==> config.mk <==
export PLATFORM = sky130hd
export DESIGN_NAME = bsg_fifo_rolly_replay_sender
export DESIGN_NICKNAME = d
export VERILOG_FILES = /design/src/rtl/bsg_fifo_rolly_replay_sender.sv
export SDC_FILE = /design/constraint.sdc
export NUM_CORES = 1
export LEC_CHECK = 0
export BUFFER_PORTS_ARGS = -buffer_cell sky130_fd_sc_hd__buf_2
export CAP_MARGIN = 20
export CELL_PAD_IN_SITES_DETAIL_PLACEMENT = 0
export CELL_PAD_IN_SITES_GLOBAL_PLACEMENT = 1
export CORE_UTILIZATION = 38
export DETAILED_ROUTE_END_ITERATION = 7
export GPL_TIMING_DRIVEN = 0
export PLACE_DENSITY_LB_ADDON = 0.1
export SKIP_LAST_GASP = 1
export SLEW_MARGIN = 20
export SYNTH_ARGS = -nofsm -noshare
export SYNTH_HDL_FRONTEND = slang
export SYNTH_SLANG_ARGS = --single-unit
==> constraint.sdc <==
create_clock -name clk_i -period 7.1 [get_ports clk_i]
set_input_delay 0.71 -clock clk_i [delete_from_list [all_inputs] [get_ports clk_i]]
set_output_delay 0.71 -clock clk_i [all_outputs]
set_load 0.05 [all_outputs]
==> src/rtl/bsg_fifo_rolly_replay_sender.sv <==
// bsg_fifo_rolly_replay_sender: go-back-N sender that turns link responses and a
// response timeout into rolly FIFO incr/ack/rollback pulses.
module bsg_fifo_rolly_replay_sender #(
  parameter int width_p = 8,
  parameter int lg_size_p = 3,
  parameter int max_outstanding_p = 1 << lg_size_p,
  parameter int timeout_p = 64
) (
  input  logic               clk_i,
  input  logic               reset_i,
  input  logic [width_p-1:0] fifo_data_i,
  input  logic               fifo_v_i,
  output logic               fifo_yumi_o,
  output logic               fifo_incr_v_o,
  output logic               fifo_ack_v_o,
  output logic               fifo_rollback_v_o,
  output logic [width_p-1:0] link_data_o,
  output logic               link_epoch_o,
  output logic               link_v_o,
  input  logic               link_ready_i,
  input  logic               resp_v_i,
  input  logic [1:0]         resp_code_i,
  input  logic               resp_epoch_i
);
  localparam int ow = $clog2(max_outstanding_p + 1);
  localparam int tw = $clog2(timeout_p);
  localparam logic [ow-1:0] max_c = ow'(max_outstanding_p);
  localparam logic [tw-1:0] last_c = tw'(timeout_p - 1);
  typedef enum logic [1:0] {NONE, INCR, ACK, RB} act_e;
  act_e act_r, act_n;
  logic [ow-1:0] outstanding_r, outstanding_n;
  logic [tw-1:0] timer_r, timer_n;
  logic epoch_r, match, ack_one, ack_all, nack, busy, timeout;
  always_ff @(posedge clk_i) begin
    if (reset_i) begin
      act_r <= NONE;
      outstanding_r <= '0;
      epoch_r <= 1'b0;
      timer_r <= '0;
    end else begin
      act_r <= act_n;
      outstanding_r <= outstanding_n;
      epoch_r <= epoch_r ^ (act_n == RB);
      timer_r <= timer_n;
    end
  end
  always_comb begin
    match = resp_v_i & (resp_epoch_i == epoch_r) & (resp_code_i != 2'b00);
    nack = match & (resp_code_i == 2'b11);
    ack_all = match & (resp_code_i == 2'b10);
    ack_one = match & (resp_code_i == 2'b01);
    busy = outstanding_r != '0;
    timeout = busy & (timer_r == last_c);
    act_n = (nack | timeout) ? RB : (ack_all & busy) ? ACK : (ack_one & busy) ? INCR : NONE;
  end
  // Popping is held off whenever this cycle's ack/rollback would already cover the entry.
  always_comb begin
    fifo_incr_v_o = act_r == INCR;
    fifo_ack_v_o = act_r == ACK;
    fifo_rollback_v_o = act_r == RB;
    link_v_o = fifo_v_i & (act_r != RB) & (act_n != ACK) & (act_n != RB) & (outstanding_r < max_c);
    fifo_yumi_o = link_v_o & link_ready_i;
    link_data_o = fifo_data_i;
    link_epoch_o = epoch_r;
  end
  always_comb begin
    outstanding_n = (act_n == ACK || act_n == RB) ? '0
                  : outstanding_r + ow'(fifo_yumi_o) - ow'(act_n == INCR);
    timer_n = (act_n != NONE || outstanding_n == '0 || (fifo_yumi_o && !busy)) ? '0
            : (timer_r == last_c) ? timer_r : timer_r + tw'(1);
  end
  always_ff @(posedge clk_i) begin
    if (!reset_i) begin
      assert ($onehot0({fifo_incr_v_o, fifo_ack_v_o, fifo_rollback_v_o}));
      assert (!(act_n == INCR && !busy));
      assert (!((ack_one | ack_all) && !busy));
    end
  end
endmodule

==> metrics.md, run 1 <==
| Metric | Value |
|---|---|
| Initial antenna violation count | 0 |
| Synth Flop Type | dfxtp_1 |
| CP delay by family, top | adder cells |
| Die Ht | 49.49 um |
| Final HPWL DP | 1172 um |
| Grt ovf | 0 |
| Reg2Reg Depth | 12 |
| Worst Setup End Kind | register |
| Synth area leader | dfxtp_1 |
| Worst path cell trace | ha_1, nand4_2, nor2_1, nor4_1, ha_1, inv_1, ha_1, fa_1, xnor2_1, nand2_1, o221ai_2, nor2_1 |
| Multiplexer share of the synthesized area | 0% |
| Site row count | 16 |
| Mapped Area | 857.1 um^2 |
| Final setup fails | 0 |
| Final Hold Fails | 0 |
| Max-cap violations | 0 |
| Synth top area share | 30.36% |
| Post-Place Cells | 145 |
| Post-Synth Simple-Gate Area | 27.30% |
| # diodes | 0 |
| Crit path DAT | 3.06 ns |
| Sequential share of the synthesized area | 30.36% |
| Synth unique cells | 35 |
| Share of layout cells above drive strength 1 | 35.25% |
| Worst path depth | 12 |
| First-pass GRT wire length | 2842 um |
| CP Launch Point | timer_r[0] |
| Post-CTS Setup Inserts | 0 |
| Pwr dens | 252.3 nW/um^2 |
| Total CTS buffers | 3 |
| Die width | approximately 49 um |
| Outcome | finished clean |
| End of the worst register-to-register path | timer_r[0] |
| Pleak | 0.0004643 uW |
| Compound-Gate Fraction of Synth Area | 11.24% |
| Largest net degree at the start of global routing | 9 |
| Placer's final routability congestion estimate | 0.7471 |
| ANT nets after route | 0 |
| Vias/cell | 4.651 |
| Clk sink count | 13 |
| Syn avg cell area | 8.836 um^2 |
| Max incr delay on CP | between 0.3 and 0.4 ns |
| Clock root buffer | clkbuf_4 |
| Crit path top cell by count | ha_1 |
| Fmax | 344.5 MHz |
| Critical path startpoint category | register |
| Skew-Pair Late Insertion Delay | 0.28 ns |
| #FFs+latches synth | 13 |
| CP max-delay cell | fa_1 |
| Min Clock Period, post-route | between 2 and 3 ns |
| Setup TNS | 0 ns |
| Drt wl/cell | 10.03 um |
| Port Buffer Count | 21 |
| Critical Path RT | 7.25 ns |
| Longest Clk Path Bufs | 2 |
| DIE AREA | ~2400 um^2 |
| Synth top area cells | dfxtp_1 30%, ha_1 8.8%, buf_4 7.0% |
| EDFF count, synth | 0 |
| Ys async rst share | 0% |
| Yosys warns | 0 |
| CTS tree | done |
| Post-synth net total | 120 |
| Min-Delay Path Class | reg2reg |
| Power, Total | 258.2 uW |
| RSZ-0062 raised after global routing | no |
| Top-count cell post-synth | dfxtp_1 |
| Buf+Inv Stages, Crit Path | 1 |
| Post-synthesis xor/xnor area fraction | under 10% |
| Crit Path Category | reg2reg |
| R2R Setup Slk | 4.20 ns |
| Commonest cells in the synthesized netlist | 13 x dfxtp_1, 8 x buf_4, 8 x inv_1 |
| Via count | 693 |
| Reg2reg start | timer_r[0] |
| Slew @ Worst Pin | 0.3785 ns |
| Top-level port count | 30 |
| Synth Area in Adders | 11.09% |
| Layout Skew | between 0.009 and 0.01 ns |
| Final clock period utilization by the worst path | 40.88% |
| Pre-antenna DRT Iters | 4 |
| # H-tree levels | 1 |
| Largest family of logic cells by synthesized area | simple AND/OR/NAND/NOR gates |
| Maximum vdd drop | 0.0001206 V |
| Iter 0 DRT Violations | 4 |
| Final slew viol count | 0 |
| Clk slew on worst S/H paths | 0.08 ns |
| Synth Instances | 97 |
| Total track usage | 15.06% |
| Fin cells | 149 |
| Max FO, Critical Path | 6 |
| DRC Markers | 0 |
| Slew margin rel. | between 70% and 80% |
| Critical Path End | timer_r[0] |
| Area Overhead vs Synth | 19.42% |
| Post-CTS sizing | 0 |
| Vias in the first global route | 663 |
| Fin nets | 146 |
| Hold slack | 0.4848 ns |
| Post-Route WL | 1494 um |
| Core Box Area | 2042 um^2 |
| Initial Util | a little over two fifths |
| Hold buffers post-CTS | 0 |
==> worst reg2reg max path, stage by stage, from the launching register on <==
cell and delay (ns):
dfxtp_1 0.38, ha_1 0.28, nand4_2 0.15, nor2_1 0.21, nor4_1 0.10, ha_1 0.28
inv_1 0.04, ha_1 0.21, fa_1 0.39, xnor2_1 0.22, nand2_1 0.09, o221ai_2 0.36
nor2_1 0.09
==> kinds of logic after synthesis <==
family | Yosys count
DFF | 13
AOI/OAI and AO/OA | 14
and+or+nand+nor | 38
xor gates and xnor gates | 8
adders and majority gates | 7
buffers and inverters | 17
==> registers in the layout, summed over array words and instances, names as in the netlist <==
signal         cells
link_epoch_o       1
outstanding_r      4
timer_r            6
act_r              2
==> cells in the final DEF, fill, tap and decap left out, drive strengths merged <==
cell type  netlist  routed
nand2            7       7
a31oi            1       1
o21ai            3       3
and2             4       4
inv              8       8
nor3b            3       3
fa               1       1
ha               6       6
buf              9      30
clkinv           0       1
nand3            5       5
xnor2            5       5
a21o             2       2
o22ai            1       1
nand4            2       2
or2              1       1
a21oi            6       6
and3             1       1
nor3             2       2
nor2             7       7
nand2b           1       1
nor4             1       1
xor2             3       3
dfxtp           13      13
nor4b            1       1
nor2b            3       3
clkbuf           0       3
o221ai           1       1
==> power by group <==
group | internal [uW] | switching, uW
sequential | 82.7 | 7.12
combinational | 48.3 | 73.4
clock | 20.9 | 25.8
==> stage by stage <==
step	utilization [%]	setup slack [ns]	cell area, um^2
floorplan	-	3.768	857.1
global placement	48.77	3.964	996.0
detailed placement	48.77	3.953	996.0
CTS	50.12	4.188	1023
global route	50.12	3.915	1023
finish	50.12	4.197	1023
==> worst min-delay path by stage <==
stage | start | endpoint | cells past startpoint
final | timer_r[1] | timer_r[1] | 2
after detailed placement | timer_r[1] | timer_r[1] | 2
after global placement | timer_r[1] | timer_r[1] | 2
after global routing | timer_r[1] | timer_r[1] | 2
after CTS | timer_r[1] | timer_r[1] | 2
after floorplan | timer_r[1] | timer_r[1] | 2
==> metal layers <==
metal  vias up  share of wire, %  track usage [%]
li1        369                 -                -
met1       294                53            20.53
met5         -                 0                0
met4         0                 0            5.714
met2        30                39            22.83
met3         0               7.8            3.704
==> cell type report <==
cell class                      instances  area (um^2)
Timing Repair Buffer                   21        105.1
Fill cell                             201         1018
Clock inverter                          1        5.005
Sequential cell                        13        260.3
Buffer                                  9        71.32
Inverter                                8        30.03
Tap cell                               27        33.78
Clock buffer                            3        22.52
Multi-Input combinational cell         67        495.5
No activity file was read; power rests on OpenSTA's default activity.
==> run 2: changes to the inputs <==
--- a/config.mk
+++ b/config.mk
@@ -5,11 +5,13 @@
 export SDC_FILE = /design/constraint.sdc
 export NUM_CORES = 1
 export LEC_CHECK = 0
+export ABC_AREA = 1
 export BUFFER_PORTS_ARGS = -buffer_cell sky130_fd_sc_hd__buf_2
 export CAP_MARGIN = 20
 export CELL_PAD_IN_SITES_DETAIL_PLACEMENT = 0
 export CELL_PAD_IN_SITES_GLOBAL_PLACEMENT = 1
-export CORE_UTILIZATION = 38
+export CORE_ASPECT_RATIO = 1.75
+export CORE_UTILIZATION = 31
 export DETAILED_ROUTE_END_ITERATION = 7
 export GPL_TIMING_DRIVEN = 0
 export PLACE_DENSITY_LB_ADDON = 0.1
==> constraint.sdc (replaced) <==
create_clock -name clk_i -period 2.5 [get_ports clk_i]
set_input_delay 0.25 -clock clk_i [delete_from_list [all_inputs] [get_ports clk_i]]
set_output_delay 0.25 -clock clk_i [all_outputs]
set_load 0.05 [all_outputs]
==> run 2 against run 1 <==
The flow now finishes with violations (setup timing). Non-clock buffer count up 10. Combinational power rose to 4.5 times the previous value. Sequential share of layout area decreased by 5.1 points. First-iteration DRC count down 50%. Cell area rose by 28%. Critical path type unchanged. Critical endpoint unchanged. Highest routed layer is now met4.
==> metrics.md, run 2 <==
| Metric | Value |
|---|---|
| Core Box Area | 2753 um^2 (+35%) |
| Clock root buffer | clkbuf_8 |
| Min-Delay Path Class | in2reg |
| Slew @ Worst Pin | 0.2505 ns (-0.1280 ns) |
| Top-count cell post-synth | inv_1 |
| Max reg flops | 6 (unchanged) |
| Yosys warns | 0 (unchanged) |
| Final WS setup | -0.1680 ns (-4.365 ns) |
| First-pass GRT wire length | 3229 um (+14%) |
| Power, Total | 1014 uW (+290%) |
| Synth Instances | 129 (+33%) |
| CP Launch Point | timer_r[1] |
| Longest Clk Path Bufs | 2 (unchanged) |
| Drt wl/cell | 10.26 um (+2.3%) |
| Sw Share | 42.02% (+0.85 points) |
| Ys async rst share | 0% (unchanged) |
| Post-Synth Simple-Gate Area | 35.99% (+8.7 points) |
| Psw | 426.1 uW (+300%) |
| Initial Util | 33.09% (-8.9 points) |
| Most frequent cells in the layout | 21 x buf_2, 19 x nand2_1, 19 x inv_1, 19 x buf_4, 14 x nor2_1 |
| Biggest regs | timer_r x6, outstanding_r x4, act_r x2 |
| Area Overhead vs Synth | 44.09% |
| Maximum vdd drop | 0.0003679 V (+210%) |
| Synth area leader | dfxtp_1 |
| Synth Area in Adders | 10.44% (-0.66 points) |
| Top-level port count | 30 (unchanged) |
| Outcome | finished with violations |
| Synth Flop Type | dfxtp_1 |
| Clk slew on worst S/H paths | 0.06 ns (-0.02 ns) |
| Die Ht | 73.71 um (+49%) |
| Layout Utilization | 47.68% (-2.4 points) |
| Final slew viol count | 0 (unchanged) |
| Post-Route WL | 1970 um (+32%) |
| Initial antenna violation count | 0 (unchanged) |
| Crit Path Category | reg2reg |
| Synth top area cells | dfxtp_1 29%, inv_1 9.9%, nand2_1 9.5% |
| Reg2reg start | timer_r[1] |
| CTS tree | done |
| Syn avg cell area | 7.061 um^2 (-20%) |
| # H-tree levels | 1 (unchanged) |
| Failing checks | setup timing |
| Pre-antenna DRT Iters | 4 (unchanged) |
| Max FO, Critical Path | 6 (unchanged) |
| Largest net degree at the start of global routing | 8 (-1) |
| Clk sink count | 13 (unchanged) |
| Biggest register | timer_r |
| Compound-Gate Fraction of Synth Area | 4.533% (-6.7 points) |
| Mapped Area | 910.9 um^2 (+6.3%) |
| Sequential share of the synthesized area | 28.57% (-1.8 points) |
| Iter 0 DRT Violations | 2 (-2) |
| Commonest non-fill, non-tap cell in the layout | buf_2 |
| # diodes | 0 (unchanged) |
| Final clock period utilization by the worst path | 106.7% (+66 points) |
| Critical path startpoint category | register |
| Slew margin rel. | 83.41% (+8.6 points) |
| RSZ-0062 raised after global routing | yes |
| Comb pwr share | 54.8% (+7.7 points) |
| Vias in the first global route | 830 (+25%) |
| Power share of the sequential group | 26.8% (-8.0 points) |
| Via count | 870 (+26%) |
| Max-cap violations | 0 (unchanged) |
| Final Hold Fails | 0 (unchanged) |
| Clock share of power | 18.5% (+0.4 points) |
| Die width | 42.98 um (-13%) |
| Site row count | 25 (+9) |
| Commonest cells in the synthesized netlist | 24 x inv_1, 23 x nand2_1, 20 x nor2_1 |
| Multiplexer share of the synthesized area | 1.099% (+1.1 points) |
| Hold buffers post-CTS | 0 (unchanged) |
| ANT nets after route | 0 (unchanged) |
| Port Buffer Count | 21 (unchanged) |
| #FFs+latches synth | 13 (unchanged) |
| Largest family of logic cells by synthesized area | simple AND/OR/NAND/NOR gates |
| Fmax | 374.8 MHz (+8.8%) |
| Min Clock Period, post-route | 2.668 ns (-0.2345 ns) |
| Final setup fails | 6 (+6) |
| Grt ovf | 0 (unchanged) |
| Total track usage | 13.75% (-1.3 points) |
| EDFF count, synth | 0 (unchanged) |
| DRC Markers | 0 (unchanged) |
| Post-synth net total | 152 (+27%) |
| Final HPWL DP | 1546 um (+32%) |
| Share of layout cells above drive strength 1 | 50.91% (+16 points) |
| Crit path DAT | 2.84 ns (-0.22 ns) |
| Layout Skew | 0.004518 ns (-0.004849 ns) |
| Skew-Pair Late Insertion Delay | 0.24 ns (-0.04 ns) |
| Min-delay src | reset_i |
| Synth unique cells | 22 (-37%) |
| Pleak | 0.0006744 uW (+45%) |
| Total CTS buffers | 3 (unchanged) |
| Vias/cell | 4.531 (-2.6%) |
| Post-synthesis xor/xnor area fraction | 2.885% (-5.3 points) |
| P_int | 588.0 uW (+290%) |
| Worst Setup End Kind | register |
| Placer's final routability congestion estimate | 0.7532 (+0.82%) |
| DIE AREA | 3167 um^2 (+29%) |
| Synth top area share | 28.57% (-1.8 points) |
| Critical Path RT | 2.68 ns (-4.57 ns) |
| Pwr dens | 772.7 nW/um^2 (+210%) |
| Fin nets | 189 (+29%) |
[run 2: cell count changes after synthesis, moves of 2 or more]
cell,previous run,this run
and2_1,4,0
inv_1,8,24
nand2_1,7,23
nand2_2,0,4
nand2_4,0,3
nand3_1,4,6
nor2_1,7,20
nor2_2,0,2
nor2b_1,3,0
nor3b_1,2,0
xnor2_1,5,0
[run 2: kinds of logic (layout without fill, tap and decap cells)]
kind of cell	after synthesis	count (layout)
buf+inv	32	68
compound gates	8	8
mux	1	1
simple gates	65	65
xor+xnor	3	3
flops	13	13
fa+ha+maj	7	7
[run 2: what timing repair did]
| action | in CTS | in global routing |
|---|---|---|
| gates resized for setup | 16 | 11 |
| pin swaps | 18 | 12 |
| setup endpoints to repair | 7 | 6 |
| buffers inserted | 10 | 1 |
[run 2: worst paths after layout]
check                     end  slack [ns]  cells after the start
max                timer_r[0]       -0.17                     20
min          outstanding_r[2]        0.19                      2
max reg2reg        timer_r[0]       -0.17                     20
min reg2reg      link_epoch_o        0.56                      2
[run 2: per-layer routing]
layer / vias up / wire length [um] / GRT usage (%)
met2: 12 / 1181 / 26.60
met5: - / 0 / 0
li1: 458 / - / -
met4: 0 / 45 / 7.071
met1: 395 / 697 / 13.00
met3: 5 / 46 / 2.948
[run 2: metrics by stage]
stage	setup TNS, ns	hold slack (ns)	setup slack, ns	instances	instance area [um^2]
final	-0.9764	0.1930	-0.1680	192	1313
after global routing	-2.072	0.1993	-0.3482	192	1313
after CTS	-0.9746	0.1901	-0.1790	191	1267
after detailed placement	-2.417	0.4492	-0.4063	177	1087
after global placement	-2.248	0.4441	-0.3800	177	1087
after floorplan	-0.4912	0.3216	-0.08538	129	948.4
[run 2: worst max-delay path, cell delays in order, from the launching register on]
cell     delay, ns
dfxtp_2       0.36
ha_4          0.15
nand3_4       0.07
nor2_4        0.16
nand2_4       0.08
nand2_4       0.09
nand2_4       0.06
nand2_4       0.07
inv_4         0.03
ha_4          0.24
inv_2         0.03
ha_4          0.15
fa_2          0.52
inv_2         0.04
nand2_2       0.04
nor2_1        0.04
nand2_1       0.08
nand3_2       0.08
nor2_4        0.13
nand2_4       0.09
nor2_2        0.08
[run 2: final cells by class]
class	instances	area, um^2
Inverter	24	92.59
Multi-Input combinational cell	84	626.9
Sequential cell	13	266.5
Clock buffer	4	45.04
Buffer	8	60.06
Fill cell	295	1440
Tap cell	27	33.78
Timing Repair Buffer	32	187.7
[run 2: power by group through the flow]
stage                     Clock (uW)  Combinational (uW)  Sequential (uW)
after floorplan                    0                 341              274
after CTS                        193                 521              270
after detailed placement           0                 420              276
after global routing             202                 632              275
after global placement             0                 414              275
final                            187                 555              272
==> run 3: changes to the inputs <==
--- a/config.mk
+++ b/config.mk
@@ -14,7 +14,7 @@
 export CORE_UTILIZATION = 31
 export DETAILED_ROUTE_END_ITERATION = 7
 export GPL_TIMING_DRIVEN = 0
-export PLACE_DENSITY_LB_ADDON = 0.1
+export PLACE_DENSITY_LB_ADDON = 0.05
 export SKIP_LAST_GASP = 1
 export SLEW_MARGIN = 20
 export SYNTH_ARGS = -nofsm -noshare
==> run 3 against run 2 <==
The flow still finishes with violations (setup timing). Wire length up 2.9%. Critical path depth unchanged. Power down 0.81%.
==> metrics.md, run 3 (synthesis gave the netlist of run 2 again) <==
| Metric | Value |
|---|---|
| Slew @ Worst Pin | 0.2492 ns (-0.001333 ns) |
| Met2 usage | 28.79% (+2.2 points) |
| Die width | 42.98 um (unchanged) |
| Hold buffers post-CTS | 0 (unchanged) |
| Power share of the sequential group | 26.8% (about the same) |
| Clock root buffer | clkbuf_8 |
| # H-tree levels | 1 (unchanged) |
| Top-level port count | 30 (unchanged) |
| Pleak | 0.0006748 uW (about the same) |
| Area Overhead vs Synth | 43.27% |
| DIE AREA | 3167 um^2 (unchanged) |
| DRC Markers | 0 (unchanged) |
| # diodes | 0 (unchanged) |
| Total track usage | 14.06% (+0.31 points) |
| Global-route track usage on met1 | 11.99% (-1.0 points) |
| Top Usage Layer GRT | met2 |
| Grt ovf | 0 (unchanged) |
| Post-Route WL | 2028 um (+2.9%) |
| Clock share of power | 18.9% (+0.4 points) |
| RSZ-0062 raised after global routing | yes |
| Commonest non-fill, non-tap cell in the layout | buf_2 |
| Clk slew on worst S/H paths | 0.06 ns (about the same) |
| Fin nets | 190 (+0.53%) |
| Final HPWL DP | 1603 um (+3.6%) |
| Failing checks | setup timing |
| ANT nets after route | 0 (unchanged) |
| P_int | 580.9 uW (-1.2%) |
| Clk sink count | 13 (unchanged) |
| Met3 Use GR | 2.211% (-0.74 points) |
| CP delay by family, top | adder cells |
| Most frequent cells in the layout | 21 x buf_2, 20 x buf_4, 19 x nand2_1, 19 x inv_1, 15 x nor2_1 |
| Power, Total | 1006 uW (-0.81%) |
| Placer's final routability congestion estimate | 0.7591 (+0.78%) |
| Worst Setup End Kind | register |
| Iter 0 DRT Violations | 9 (+7) |
| Maximum vdd drop | 0.0004407 V (+20%) |
| Final setup fails | 6 (unchanged) |
| CP max-delay cell | fa_2 |
| Skew-Pair Late Insertion Delay | 0.25 ns (about the same) |
| Min Clock Period, post-route | 2.700 ns (+0.03220 ns) |
| Placed Area | 1087 um^2 (unchanged) |
| Hold slack | 0.1899 ns (-0.003070 ns) |
| Critical path startpoint category | register |
| Buf+Inv Stages, Crit Path | 3 (unchanged) |
| Initial antenna violation count | 0 (unchanged) |
| Crit path DAT | 2.88 ns (+0.04 ns) |
| Die Ht | 73.71 um (unchanged) |
| Psw | 425.1 uW (-0.25%) |
| Drt wl/cell | 10.51 um (+2.4%) |
| Initial Util | 33.09% (unchanged) |
| CTS tree | done |
| Largest net degree at the start of global routing | 8 (unchanged) |
| Pre-antenna DRT Iters | 4 (unchanged) |
| Worst path cell trace | ha_4, nand3_4, nor2_4, nand2_4, nand2_4, nand2_4, nand2_2, inv_2, ha_4, inv_2, ha_4, fa_2, inv_2, nand2_2, nor2_1, nand2_1, nand3_2, nor2_4, nand2_4, nor2_2 |
| Slew margin rel. | 83.33% (-0.087 points) |
| Final clock period utilization by the worst path | 108.0% (+1.3 points) |
| Comb pwr share | 54.3% (-0.5 points) |
| Biggest register | timer_r |
| Pre-CTS setup slack | -0.4087 ns (-0.002318 ns) |
| Pwr dens | 770.9 nW/um^2 (-0.24%) |
| Layout Skew | 0.007252 ns (+0.002735 ns) |
| Final slew viol count | 0 (unchanged) |
| Max-cap violations | 0 (unchanged) |
| Total CTS buffers | 3 (unchanged) |
| Site row count | 25 (unchanged) |
| Crit Path Category | reg2reg |
| Vias/cell | 4.575 (+0.97%) |
| Biggest regs | timer_r x6, outstanding_r x4, act_r x2 |
| Sw Share | 42.25% (+0.23 points) |
| Max FO, Critical Path | 6 (unchanged) |
| Max reg flops | 6 (unchanged) |
| Longest Clk Path Bufs | 2 (unchanged) |
| Critical Path RT | 2.68 ns (about the same) |
| First-pass GRT wire length | 3318 um (+2.8%) |
| Final instance area | 1305 um^2 (-0.57%) |
| Port Buffer Count | 21 (unchanged) |
| Outcome | finished with violations |
| Fmax | 370.3 MHz (-1.2%) |
| Crit path top cell by count | nand2_4 |
| Core Box Area | 2753 um^2 (unchanged) |
| Max incr delay on CP | 0.52 ns (about the same) |
| Vias in the first global route | 857 (+3.3%) |
| Min-Delay Path Class | in2reg |
| Share of layout cells above drive strength 1 | 50.00% (-0.91 points) |
| Via count | 883 (+1.5%) |
| Final WS setup | -0.2002 ns (-0.03220 ns) |
| Final Hold Fails | 0 (unchanged) |
## run 3: cell count changes in the layout (fill, tap and decap cells not counted)
cell,before,now
nor2_1,14,15
nand2_4,6,5
buf_4,19,20
nand2_2,5,6
nand3_1,4,5
inv_4,1,0
nand3_2,3,2
inv_2,4,5
nor2_2,7,6
## run 3: per-stage QoR
step / util, % / instances / TNS, ns
6_report: 47.41 / 193 / -1.185
5_1_grt: 47.41 / 193 / -1.870
4_1_cts: 46.05 / 191 / -1.008
3_5_place_dp: 39.50 / 177 / -2.407
3_3_place_gp: 39.50 / 177 / -2.170
2_1_floorplan: - / 129 / -0.4912
## run 3: final timing paths
kind	startpoint	to	slack [ns]	cells past startpoint
worst min register to register	link_epoch_o	link_epoch_o	0.56	2
worst max register to register	timer_r[1]	timer_r[5]	-0.20	20
worst min-delay path	reset_i	outstanding_r[2]	0.19	2
worst max-delay path	timer_r[1]	timer_r[5]	-0.20	20
## run 3: final cells by class
cell class,instances,area [um^2]
plain buffers,8,60.06
clock buffers,4,45.04
fillers,316,1448
inverters,24,90.09
multi-input cells,84,614.3
flip-flops and latches,13,266.5
well taps,27,33.78
repair buffers,33,195.2
## run 3: repair_timing
item | in CTS | in global routing
resized for setup | 16 | 7
pin swaps | 18 | 11
buffers inserted | 10 | 2
setup endpoints to repair | 7 | 6
## run 3: worst reg2reg max path: stages, from the launching register on
cell and delay (ns):
dfxtp_2 0.35, ha_4 0.15, nand3_4 0.07, nor2_4 0.16, nand2_4 0.09, nand2_4 0.09
nand2_4 0.05, nand2_2 0.07, inv_2 0.05, ha_4 0.25, inv_2 0.03, ha_4 0.15
fa_2 0.52, inv_2 0.04, nand2_2 0.05, nor2_1 0.04, nand2_1 0.07, nand3_2 0.08
nor2_4 0.14, nand2_4 0.09, nor2_2 0.08
## run 3: layer usage
layer	up-vias	routed length [um]
met2	15	1223
met4	0	76
li1	462	-
met5	-	0
met3	8	45
met1	398	682
## run 3: power groups by stage
stage                     combinational, uW  sequential, uW  clock (uW)
after global placement                  417             274           0
after detailed placement                421             276           0
after global routing                    614             274         207
after CTS                               519             270         196
final                                   546             270         190
after floorplan                         341             274           0
